--- src/rtl/sequencer_pkg.sv ---
// Shared types for the LEGv8 stage sequencer: FSM state encoding and
// the stage index of each datapath step.
package sequencer_pkg;

  typedef enum logic [1:0] {
    IDLE = 2'd0,
    RUN  = 2'd1,
    DONE = 2'd2
  } state_t;

  localparam int STG_FETCH     = 0;
  localparam int STG_DECODE    = 1;
  localparam int STG_EXECUTE   = 2;
  localparam int STG_MEMORY    = 3;
  localparam int STG_WRITEBACK = 4;

endpackage

--- src/rtl/sat_counter.sv ---
// Up-counter with enable and synchronous clear that sticks at all-ones
// instead of wrapping.
module sat_counter #(
  parameter int WIDTH = 32
) (
  input  logic             clk,
  input  logic             clear,
  input  logic             en,
  output logic [WIDTH-1:0] count
);

  always_ff @(posedge clk) begin
    if (clear) begin
      count <= '0;
    end else if (en && (count != '1)) begin
      count <= count + WIDTH'(1);
    end
  end

endmodule

--- src/rtl/stage_sequencer.sv ---
// Single-clock sequencer issuing one-hot stage enables with programmable
// dwell, memory-wait stall, halt request, retire limit and run counters.
module stage_sequencer
  import sequencer_pkg::*;
#(
  parameter int NUM_STAGES = 5,
  parameter int DWELL      = 1,
  parameter int MEM_STAGE  = STG_MEMORY,
  parameter int CNT_WIDTH  = 32,
  parameter int MAX_INSTR  = 0
) (
  input  logic                  clk,
  input  logic                  reset,
  input  logic                  start,
  input  logic                  mem_busy,
  input  logic                  halt_req,
  output logic [NUM_STAGES-1:0] stage_en,
  output logic                  stage_first,
  output logic                  retire,
  output logic                  running,
  output logic                  done,
  output logic [CNT_WIDTH-1:0]  instr_count,
  output logic [CNT_WIDTH-1:0]  cycle_count,
  output state_t                state_dbg
);

  localparam int IDX_W = (NUM_STAGES > 1) ? $clog2(NUM_STAGES) : 1;
  localparam int DW_W  = (DWELL > 1) ? $clog2(DWELL) : 1;

  localparam logic [IDX_W-1:0]      LAST_IDX = IDX_W'(NUM_STAGES - 1);
  localparam logic [IDX_W-1:0]      MEM_IDX  = IDX_W'(MEM_STAGE);
  localparam logic [DW_W-1:0]       LAST_DW  = DW_W'(DWELL - 1);
  localparam logic [CNT_WIDTH-1:0]  LIMIT    = CNT_WIDTH'(MAX_INSTR);
  localparam logic [NUM_STAGES-1:0] ONE_HOT0 = NUM_STAGES'(1);

  state_t           state_q, state_d;
  logic [IDX_W-1:0] idx_q, idx_d;
  logic [DW_W-1:0]  dwell_q, dwell_d;
  logic             halt_q, halt_d;
  logic             stall_q, stall_d;

  logic final_dwell;
  logic stall;
  logic limit_hit;

  // Contract: start is a level looked at only in IDLE; retire marks the
  // single cycle on which the datapath may commit PC and register writes.
  assign running     = (state_q == RUN);
  assign done        = (state_q == DONE);
  assign state_dbg   = state_q;
  assign final_dwell = (dwell_q == LAST_DW);
  assign retire      = running && (idx_q == LAST_IDX) && final_dwell;
  assign stall       = running && (idx_q == MEM_IDX) && final_dwell && mem_busy;
  assign limit_hit   = (MAX_INSTR != 0) && ((instr_count + CNT_WIDTH'(1)) == LIMIT);
  assign stage_en    = running ? (ONE_HOT0 << idx_q) : '0;
  // A held memory stage must not re-announce its first cycle.
  assign stage_first = running && (dwell_q == '0) && !stall_q;

  always_ff @(posedge clk) begin
    if (reset) begin
      state_q <= IDLE;
      idx_q   <= '0;
      dwell_q <= '0;
      halt_q  <= 1'b0;
      stall_q <= 1'b0;
    end else begin
      state_q <= state_d;
      idx_q   <= idx_d;
      dwell_q <= dwell_d;
      halt_q  <= halt_d;
      stall_q <= stall_d;
    end
  end

  always_comb begin
    state_d = state_q;
    idx_d   = idx_q;
    dwell_d = dwell_q;
    halt_d  = halt_q;
    stall_d = 1'b0;
    case (state_q)
      IDLE: begin
        if (start) begin
          state_d = RUN;
          idx_d   = '0;
          dwell_d = '0;
        end
      end
      RUN: begin
        if (halt_req) halt_d = 1'b1;
        if (stall) begin
          stall_d = 1'b1;
        end else if (!final_dwell) begin
          dwell_d = dwell_q + DW_W'(1);
        end else begin
          dwell_d = '0;
          idx_d   = (idx_q == LAST_IDX) ? '0 : idx_q + IDX_W'(1);
        end
        // A halt arriving on the retire cycle itself still stops here.
        if (retire && (halt_q || halt_req || limit_hit)) begin
          state_d = DONE;
          halt_d  = 1'b0;
          idx_d   = '0;
          dwell_d = '0;
        end
      end
      DONE: begin
        state_d = DONE;
      end
      default: begin
        state_d = IDLE;
      end
    endcase
  end

  sat_counter #(.WIDTH(CNT_WIDTH)) u_instr_cnt (
    .clk   (clk),
    .clear (reset),
    .en    (retire),
    .count (instr_count)
  );

  sat_counter #(.WIDTH(CNT_WIDTH)) u_cycle_cnt (
    .clk   (clk),
    .clear (reset),
    .en    (running),
    .count (cycle_count)
  );

endmodule

--- config.mk ---
export PLATFORM = sky130hd
export DESIGN_NAME = stage_sequencer
export DESIGN_NICKNAME = d
export VERILOG_FILES = /design/src/rtl/sequencer_pkg.sv /design/src/rtl/sat_counter.sv /design/src/rtl/stage_sequencer.sv
export SDC_FILE = /design/constraint.sdc
export NUM_CORES = 1
export LEC_CHECK = 0
export CORE_ASPECT_RATIO = 0.9
export CORE_UTILIZATION = 38
export CTS_CLUSTER_DIAMETER = 60
export DETAILED_ROUTE_END_ITERATION = 10
export GPL_ROUTABILITY_DRIVEN = 0
export MAX_ROUTING_LAYER = met4
export PLACE_DENSITY_LB_ADDON = 0.05
export REMOVE_ABC_BUFFERS = 1
export SLEW_MARGIN = 20
export SYNTH_ARGS = -nofsm -noshare
export SYNTH_HDL_FRONTEND = slang
export SYNTH_SLANG_ARGS = --single-unit
--- constraint.sdc ---
create_clock -name clk -period 2.09 [get_ports clk]
set_input_delay 0.5225 -clock clk [delete_from_list [all_inputs] [get_ports clk]]
set_output_delay 0.5225 -clock clk [all_outputs]
set_load 0.005 [all_outputs]
==> out/qor.txt <==
outcome = complete, but fails checks
failing checks = negative setup slack
Area contributors post-synth = dfxtp_1 38%, a21oi_1 7.1%, o31ai_1 4.6%
vias per cell = 5.575
core footprint = 0.009290 mm²
Internal Power = 2.000 mW
routed via count = 4148
first-pass GRT wire length = 18290 µm
GR Overflow Total = 0
top-count cell post-synth = dfxtp_1
initial antenna violation count = 0
final setup margin = -5.841 ps
relative slew slack = 60.97%
vias in the first global route = 3782
Synth top area share = 38.21%
final hold vios = 0
Crit path depth = 7
period utilisation layout = 100.3%
final-report max-slew violation count = 0
worst endpoint required time = 2370 ps
Setup CP Type = register to register
Hold WC Path Type = register to register
R2R cell count = 7
Synth cell types = 50
Post-synth EDFFs = 0
Slowest cell on crit path = or4_4
setup slack, reg-to-reg = -6 ps
Non-Filler Instances = 744
DRC viols = 0
Peak VDD IR = 0.3288 mV
DP HPWL = 8158 µm
post-synthesis cell count = 455
register area share after synthesis = 38.21%
Mapped Area = 0.003720 mm²
Final nets = 634
fraction of layout cells with a size suffix above 1 = 25.72%
largest net degree at the start of global routing = 28
Clock Latency Late Sink = 350 ps
total CTS buffers = 9
Sw Share = 27.30%
Synth async-reset ratio = 0%
die area = 0.01019 mm²
IO Pins = 80
Clock Power Share = 34.1%
Top FF cell, synth = dfxtp_1
Clock Pin Slew Worst Setup and Hold Paths = 80 ps
Final Util = 60.32%
IO Port Bufs = 79
cts-stage hold buffer count = 0
n_diodes = 0
Syn Area/Cell = 8.175 µm²
worst endpoint data arrival time = 2380 ps
reg2reg end = u_cycle_cnt.count[25]$_SDFFE_PP0P_
Critical Path Sink = u_cycle_cnt.count[25]$_SDFFE_PP0P_
GRT Util Overall = 23.02%
Comb power frac = 15.1%
endpoints failing setup = 1
crit-path max FO = 4
pwr dens = 490.8 mW/mm²
Setup crit start = state_dbg[1]$_SDFFE_PP0P_
area leader, netlist = dfxtp_1
Initial Utilization = 40.04%
Critical Path Start Type = register
clock root buffer = clkbuf_8
Worst-Margin Slew = 585.4 ps
crit-path cells = inv_2 > ha_4 > nand4_1 > or4_4 > or3_4 > or4_1 > a21oi_1
CP delay by family, top = simple AND/OR/NAND/NOR gates
row count = 33
f_max = 0.4771 GHz
Post-Route WL = 11380 µm
synthesis-stage register bit count = 71
Vert. Die Dim = 95.86 µm
WL per Instance = 15.29 µm
antenna-violating nets left = 0
YS warnings = 0
Reg2Reg Launch Point = state_dbg[1]$_SDFFE_PP0P_
TritonRoute pass-1 iters = 4
RSZ-0062 raised after global routing = true
Critical Path End Type = register
leak pwr = 1.932 nW
Final Skew = 16.68 ps
Post-synth top cells = 71 x dfxtp_1, 53 x a21oi_1, 30 x nor2_1, 28 x nand2_1, 27 x or3_1
Flop pwr share = 50.8%
dpl cells = 716
Die X = 106.3 µm
maxcap violations = 0
Sink Count = 71
Clock Path Buffers = 2
CTS tree = yes
# H-tree levels = 3
TNS Setup = -5.841 ps
Critical path buffers and inverters = 1
number of DRC markers in iteration 0 = 122
NetSw = 0.7508 mW
Tmin final = 2096 ps
Worst path max stage delay = 440 ps
synth-to-layout area growth = 50.66%
layer usage:
metal  global-route usage (%)  routed length (µm)  part of all wire [%]
met2                    36.80                5347                    47
met4                    6.366                 119                   1.0
met3                    4.062                 378                   3.3
met1                    30.02                5530                    49
met5                        -                   0                     0
power by group through the flow:
stage / clock, mW / combinational [mW] / sequential, mW
final: 0.939 / 0.415 / 1.40
after global routing: 1.02 / 0.457 / 1.40
after CTS: 0.964 / 0.411 / 1.39
after detailed placement: 0 / 0.393 / 1.42
after global placement: 0 / 0.390 / 1.42
after floorplan: 0 / 0.147 / 1.43
worst register-to-register path: stages (launching register included):
cell and delay (ps):
dfxtp_2 330, inv_2 70, ha_4 140, nand4_1 110, or4_4 440, or3_4 400, or4_1 410, a21oi_1 130
state kept, by name, summed over array words and instances (netlist names):
signal	count
stall_q	1
u_instr_cnt.count	32
u_cycle_cnt.count	32
idx_q	3
state_dbg	2
halt_q	1
metrics by stage:
step | power [mW] | setup slack [ps] | hold WS, ps | instance area [µm²]
finish | 2.751 | -5.841 | 509.9 | 5604
global route | 2.875 | -96.03 | 537.1 | 5604
CTS | 2.767 | -29.02 | 502.3 | 5404
detailed placement | 1.812 | -100.4 | 492.0 | 5175
global placement | 1.808 | -57.19 | 480.6 | 5175
floorplan | 1.579 | -1693 | 470.5 | 3637
layout by cell type (no fill, tap or decap), types with 6 or more instances in the layout:
| cell type | count |
|---|---|
| buf_4 | 87 |
| clkdlybuf4s50_1 | 69 |
| dfxtp_1 | 61 |
| a21oi_1 | 51 |
| nor2_1 | 27 |
| nand2_1 | 26 |
| o21ai_0 | 26 |
| or3_1 | 25 |
| nand4_1 | 22 |
| or4_1 | 22 |
| o31ai_1 | 22 |
| nand3_1 | 21 |
| inv_1 | 11 |
| dfxtp_2 | 10 |
| clkbuf_8 | 9 |
| nor3_1 | 8 |
| and3_1 | 7 |
| and4_1 | 6 |
cells by family (layout without fill, tap and decap cells):
group,Yosys count,after routing,share of synthesized area [%]
fa+ha+maj,10,10,3.364
buf+inv,33,200,3.633
flops,71,71,38.21
mux,8,8,2.321
compound gates,122,122,19.71
simple gates,204,204,31.11
xor+xnor,7,7,1.648
cell type report:
class / count / area, µm²
fill: 883 / 3686
multi-input combinational: 351 / 2313
timing repair buffer: 172 / 1493
sequential: 71 / 1434
tap: 122 / 152.6
clock buffer: 10 / 127.6
inverter: 14 / 58.81
clock inverter: 4 / 25.02
repair_timing:
item | CTS | global route
setup endpoints to repair | 17 | 40
endpoints found under the hold margin | 0 | 0
cloned | 0 | 1
gates resized for setup | 25 | 44
setup buffers | 3 | 12
pin swaps | 2 | 18
how the worst min path moves through the flow:
stage                                             startpoint                                  to  slack (ps)  cells after the start
after floorplan           u_instr_cnt.count[26]$_SDFFE_PP0P_  u_instr_cnt.count[26]$_SDFFE_PP0P_         470                      2
after global placement    u_cycle_cnt.count[14]$_SDFFE_PP0P_  u_cycle_cnt.count[14]$_SDFFE_PP0P_         480                      2
after detailed placement  u_instr_cnt.count[26]$_SDFFE_PP0P_  u_instr_cnt.count[26]$_SDFFE_PP0P_         490                      2
after CTS                 u_instr_cnt.count[26]$_SDFFE_PP0P_  u_instr_cnt.count[26]$_SDFFE_PP0P_         500                      2
after global routing      u_cycle_cnt.count[30]$_SDFFE_PP0P_  u_cycle_cnt.count[30]$_SDFFE_PP0P_         540                      2
final                     u_cycle_cnt.count[14]$_SDFFE_PP0P_  u_cycle_cnt.count[14]$_SDFFE_PP0P_         510                      2
Power figures use the tool's default switching activity.
